## src/rtl/fsm_framer_pkg.sv

```systemverilog
// Shared types for the packet framer: state encoding, error causes and the
// per-beat event classification used between decode and the state register.
package framer_pkg;

    typedef enum logic [2:0] {
        ST_IDLE = 3'd0,
        ST_HEAD = 3'd1,
        ST_DATA = 3'd2,
        ST_TAIL = 3'd3,
        ST_ERR  = 3'd4
    } state_t;

    typedef enum logic [1:0] {
        ERR_NONE    = 2'd0,
        ERR_ORPHAN  = 2'd1,
        ERR_NESTED  = 2'd2,
        ERR_OVERLEN = 2'd3
    } err_code_t;

    typedef enum logic [2:0] {
        EV_HOLD,
        EV_IDLE,
        EV_START,
        EV_SINGLE,
        EV_MORE,
        EV_END,
        EV_FAULT
    } event_t;

endpackage

```

## src/rtl/fsm_framer_sat_counter.sv

```systemverilog
// Saturating up-counter; sticks at all-ones instead of wrapping.
module sat_counter #(
    parameter int W = 8
) (
    input  logic         clock,
    input  logic         reset,
    input  logic         inc,
    output logic [W-1:0] count
);

    always_ff @(posedge clock or posedge reset) begin
        if (reset) begin
            count <= '0;
        end else if (inc && (count != {W{1'b1}})) begin
            count <= count + 1'b1;
        end
    end

endmodule

```

## src/rtl/fsm_framer.sv

```systemverilog
// Head/tail packet framer: tracks packet boundaries, reports completed
// packet lengths and framing errors, and keeps saturating event counters.
//
// state | meaning
// IDLE  | no packet open, waiting for a head beat
// HEAD  | head beat accepted, packet open
// DATA  | one or more middle beats accepted
// TAIL  | packet just completed (pkt_done pulses on entry)
// ERR   | framing error seen, waiting for a head beat to resync
module fsm_framer
    import framer_pkg::*;
#(
    parameter  int MAX_LEN = 16,
    parameter  int CNT_W   = 8,
    localparam int LEN_W   = $clog2(MAX_LEN + 1)
) (
    input  logic             clock,
    input  logic             reset,
    input  logic             valid,
    input  logic             head,
    input  logic             tail,
    output logic [2:0]       state,
    output logic             pkt_done,
    output logic [LEN_W-1:0] pkt_len,
    output logic             err,
    output logic [1:0]       err_code,
    output logic [CNT_W-1:0] pkt_count,
    output logic [CNT_W-1:0] err_count
);

    state_t          state_q;
    logic [LEN_W-1:0] len_q;
    event_t          ev;
    err_code_t       ev_code;

    // Classify the current beat once so the register block and the counters
    // see exactly the same decision on the same edge.
    always_comb begin
        ev      = EV_HOLD;
        ev_code = ERR_NONE;
        if (!valid) begin
            if (state_q == ST_TAIL) ev = EV_IDLE;
        end else begin
            case (state_q)
                ST_IDLE, ST_TAIL, ST_ERR: begin
                    if (head) begin
                        ev = tail ? EV_SINGLE : EV_START;
                    end else if (state_q != ST_ERR) begin
                        ev      = EV_FAULT;
                        ev_code = ERR_ORPHAN;
                    end
                end
                ST_HEAD, ST_DATA: begin
                    if (head) begin
                        ev      = EV_FAULT;
                        ev_code = ERR_NESTED;
                    end else if (tail) begin
                        ev = EV_END;
                    end else if (len_q == LEN_W'(MAX_LEN)) begin
                        ev      = EV_FAULT;
                        ev_code = ERR_OVERLEN;
                    end else begin
                        ev = EV_MORE;
                    end
                end
                default: ev = EV_IDLE;
            endcase
        end
    end

    always_ff @(posedge clock or posedge reset) begin
        if (reset) begin
            state_q  <= ST_IDLE;
            len_q    <= '0;
            pkt_done <= 1'b0;
            pkt_len  <= '0;
            err      <= 1'b0;
            err_code <= ERR_NONE;
        end else begin
            pkt_done <= 1'b0;
            err      <= 1'b0;
            case (ev)
                EV_IDLE: begin
                    state_q <= ST_IDLE;
                    len_q   <= '0;
                end
                EV_START: begin
                    state_q <= ST_HEAD;
                    len_q   <= LEN_W'(1);
                end
                EV_SINGLE: begin
                    state_q  <= ST_TAIL;
                    len_q    <= LEN_W'(1);
                    pkt_done <= 1'b1;
                    pkt_len  <= LEN_W'(1);
                end
                EV_MORE: begin
                    state_q <= ST_DATA;
                    len_q   <= len_q + 1'b1;
                end
                EV_END: begin
                    state_q  <= ST_TAIL;
                    len_q    <= len_q + 1'b1;
                    pkt_done <= 1'b1;
                    pkt_len  <= len_q + 1'b1;
                end
                EV_FAULT: begin
                    state_q  <= ST_ERR;
                    len_q    <= '0;
                    err      <= 1'b1;
                    err_code <= ev_code;
                end
                default: ;
            endcase
        end
    end

    assign state = state_q;

    sat_counter #(.W(CNT_W)) u_pkt_cnt (
        .clock (clock),
        .reset (reset),
        .inc   ((ev == EV_SINGLE) || (ev == EV_END)),
        .count (pkt_count)
    );

    sat_counter #(.W(CNT_W)) u_err_cnt (
        .clock (clock),
        .reset (reset),
        .inc   (ev == EV_FAULT),
        .count (err_count)
    );

endmodule

```

## config.mk

```make
export PLATFORM = sky130hd
export DESIGN_NAME = fsm_framer
export DESIGN_NICKNAME = d
export VERILOG_FILES = /design/src/rtl/fsm_framer_pkg.sv /design/src/rtl/fsm_framer_sat_counter.sv /design/src/rtl/fsm_framer.sv
export SDC_FILE = /design/constraint.sdc
export NUM_CORES = 1
export LEC_CHECK = 0
export ABC_AREA = 1
export ABC_CLOCK_PERIOD_IN_PS = 1600
export BUFFER_PORTS_ARGS = -buffer_cell sky130_fd_sc_hd__clkbuf_2
export CAP_MARGIN = 20
export CORE_UTILIZATION = 31
export CTS_BUF_LIST = sky130_fd_sc_hd__clkbuf_16
export DETAILED_ROUTE_END_ITERATION = 16
export GPL_ROUTABILITY_DRIVEN = 0
export GPL_TIMING_DRIVEN = 0
export MAX_ROUTING_LAYER = met4
export PLACE_DENSITY = 0.61
export SETUP_SLACK_MARGIN = 0.02
export SLEW_MARGIN = 20
export SYNTH_ARGS = -nofsm -noshare
export SYNTH_HDL_FRONTEND = slang
export SYNTH_SLANG_ARGS = --single-unit
```

## constraint.sdc

```tcl
create_clock -name clock -period 1.6 [get_ports clock]
set_input_delay 0.16 -clock clock [delete_from_list [all_inputs] [get_ports clock]]
set_output_delay 0.16 -clock clock [all_outputs]
set_load 0.05 [all_outputs]
```

==> summary.md <==
| Metric | Value |
|---|---|
| Cells after Synth | `222` |
| Crit path kind | `reg2reg` |
| Cell Area, Synth | `~1800 sq um` |
| Syn nets | `between 200 and 250` |
| # setup viols final | `25` |
| Remaining global-route overflow | `0` |
| Worst-case clock buffer depth | `2` |
| Root buffer cell | `clkbuf_16` |
| # IOs | `33` |
| Nets | `292` |
| CTS tree | `done` |
| Slew headroom | `between 50% and 60%` |
| Vias in the first global route | `1527` |
| Antenna violations before repair | `0` |
| Worst hold path class | `in2async` |
| Max Cap Violations | `0` |
| Synth top area share | `between 40 and 50%` |
| Fin Clk Skew | `about 0.0044 ns` |
| Vias | `1676` |
| Seq/Total Area, Yosys | `between 40 and 50%` |
| Deepest level of the CTS H-tree | `2` |
| DRT Pass-1 Iters | `4` |
| Clock sinks | `33` |
| Crit end category | `flop` |
| Leak | `roughly 1.4 nW` |
| Max Clk Rate | `approximately 570 MHz` |
| Initial cell density of the core | `about a third` |
| Most frequent cells in the layout | `nand2_1, clkbuf_2, dfrtp_1` |
| Final Instance Area | `2580 sq um` |
| Critical-path top delay cell | `dfrtp_1` |
| Share of cells above drive strength 1 | `approximately two fifths` |
| Number of CTS-inserted buffers | `5` |
| Largest area contributor in the netlist | `dfrtp_1` |
| FF-to-FF End | `u_err_cnt.count[0]` |
| Register clock-pin slew on the reported worst setup and hold paths | `roughly 0.05 ns` |
| Largest net degree at the start of global routing | `34` |
| Die Y | `between 70 and 80 um` |
| Max incr delay on CP | `between 0.3 and 0.4 ns` |
| CP bufs+invs | `3` |
| Placeable Area | `~5500 sq um` |
| Status | `finished with violations` |
| Power Density | `roughly 1900 nW/um^2` |
| Flops & latches, synth | `33` |
| Hold Vio Cnt, Final | `33` |
| WL final | `4.19 mm` |
| Detailed placer's ending HPWL | `about 2.7 mm` |
| DIE WIDTH | `77.7 um` |
| Most common cell after layout, fill and taps aside | `nand2_1` |
| Crit-path leading delay family | `simple AND/OR/NAND/NOR gates` |
| Total die area | `between 6000 and 7000 sq um` |
| Worst-path maximum fanout | `5` |
| R2r startpoint | `len_q[1]` |
| Area post-placement | `around 2100 sq um` |
| Worst VDD drop | `approximately 0.70 mV` |
| Synth top area cells | `dfrtp_1, nand2_1, nand3_1` |
| Reg2reg setup slack | `-0.14 ns` |
| Area grow syn2layout | `45.3%` |
| Post-route setup slack | `-0.143 ns` |
| Slew @ Worst Pin | `0.700 ns` |
| R2R cell count | `11` |
| Drt via density | `roughly 4.7` |
| Final core occ | `46.9%` |
| Failing checks | `negative hold slack, negative setup slack` |
| Cts hold-fix bufs | `0` |
| DR WL met2 | `about 2 mm` |
| Fill count | `around 530` |
| Routed Antenna Nets | `0` |
| GRT Util Overall | `between 10 and 15%` |
| RSZ-0062 raised after global routing | `yes` |
| Tcrit/Tclk final | `109%` |
| First-pass GRT wire length | `approximately 6.6 mm` |
| First DRT Iteration DRCs | `61` |
| Synth warn | `0` |
| Metal1 wirelength | `around 2.0 mm` |
| Critical Path RT | `1.76 ns` |
| Tot Pwr | `0.00480 W` |
| Cells along the critical path | `inv_2 -> ha_4 -> nand2_2 -> inv_2 -> nand3_4 -> nand2_4 -> nand2_4 -> buf_12 -> a21oi_4 -> nand3_4 -> xor2_1` |
| DRC | `0` |
| CP Data Arrival Time | `~1.9 ns` |
| Slew Limit Fails | `0` |
| Buffers added on ports | `32` |
| Netlist cell types | `24` |
| Syn Area/Cell | `between 8 and 9 sq um` |
| Worst skew pair latency | `roughly 0.28 ns` |
| Top routing layer in use | `met4` |
| CP Launch Type | `flop` |
| Minimum clock period | `between 1.5 and 2 ns` |
| Antenna Cells | `0` |
| Num rows | `27` |
| Wire per inst | `11.8 um` |
| Met3 wire length | `153 um` |
| Hold_ws | `-0.0185 ns` |
==> final cells by class <==
class / instances / area, sq um / share of cell area, %
Inverter: 27 / 109 / 4.21
Tap cell: 72 / 90.1 / 3.49
Buffer: 1 / 11.3 / 0.436
Sequential cell: 33 / 836 / 32.3
Timing Repair Buffer: 53 / 345 / 13.4
Clock inverter: 3 / 13.8 / 0.533
Clock buffer: 5 / 125 / 4.84
Multi-Input combinational cell: 162 / 1050 / 40.8
==> how the worst max path moves through the flow <==
stage	startpoint	to	slack, ns	depth (start not counted)
after floorplan	state[0]	u_err_cnt.count[0]	0.0009	8
after global placement	len_q[0]	len_q[0]	-0.21	14
after detailed placement	len_q[0]	len_q[0]	-0.21	14
after CTS	len_q[1]	u_pkt_cnt.count[1]	-0.11	13
after global routing	len_q[1]	u_err_cnt.count[7]	-0.23	12
final	len_q[1]	u_err_cnt.count[0]	-0.14	11
==> routing by layer <==
metal	track usage (%)	up-vias
met2	22.5	35
met4	6.23	0
met5	-	-
li1	-	833
met3	4.00	8
met1	17.5	800
==> cells by family (layout without fill, tap and decap cells) <==
group                    after synthesis  count (layout)  share of synthesized area (%)
AND/OR/NAND/NOR                      125             126                           31.0
flip-flops                            33              33                           46.4
buffers and inverters                 28              89                           6.33
AO/OA/AOI/OAI                         16              16                           5.56
XOR/XNOR                              16              16                           7.88
adder cells (fa/ha/maj)                4               4                           2.82
==> timing repair <==
action,CTS,global route
hold endpoints to repair,0,0
endpoints found under the setup margin,33,33
cloned,1,1
pin swaps,13,17
setup buffers,11,10
resized for setup,28,27
==> through the flow <==
stage	setup slack [ns]	TNS (ns)	cells
final	-0.143	-2.00	356
after global routing	-0.235	-5.31	356
after CTS	-0.105	-1.69	346
after detailed placement	-0.211	-4.56	326
after global placement	-0.209	-3.98	326
after floorplan	0.000932	0	222
==> Yosys cell counts, drive strengths merged <==
| master | number |
|---|---|
| a31oi | 1 |
| nand4 | 7 |
| ha | 4 |
| xnor2 | 5 |
| nor3 | 1 |
| o21ai | 11 |
| dfrtp | 33 |
| nor2 | 9 |
| inv | 27 |
| o21a | 1 |
| xor2 | 11 |
| nand3 | 23 |
| a21oi | 3 |
| nand2 | 84 |
| buf | 1 |
| nand3b | 1 |
==> report_power, final <==
part | total, W | internal, W | leakage, nW | switching (W)
Sequential | 0.00131 | 0.00106 | 0.424 | 0.000242
Clock | 0.000910 | 0.000564 | 0.0748 | 0.000346
Combinational | 0.00259 | 0.000907 | 0.865 | 0.00168
Total | 0.00480 | 0.00254 | 1.36 | 0.00227
==> state kept, by name (all words and copies together), names as in the netlist <==
| signal | cells |
|---|---|
| pkt_done | 1 |
| pkt_len | 5 |
| u_pkt_cnt.count | 8 |
| len_q | 5 |
| err | 1 |
| u_err_cnt.count | 8 |
| state | 3 |
| err_code | 2 |
==> worst register-to-register path, stage by stage, from the launching register on <==
cell and delay (ns):
dfrtp_1 0.38, inv_2 0.08, ha_4 0.13, nand2_2 0.05, inv_2 0.06, nand3_4 0.07
nand2_4 0.08, nand2_4 0.07, buf_12 0.13, a21oi_4 0.27, nand3_4 0.15, xor2_1 0.16
Note: power is estimated with default switching activity, not from simulation.
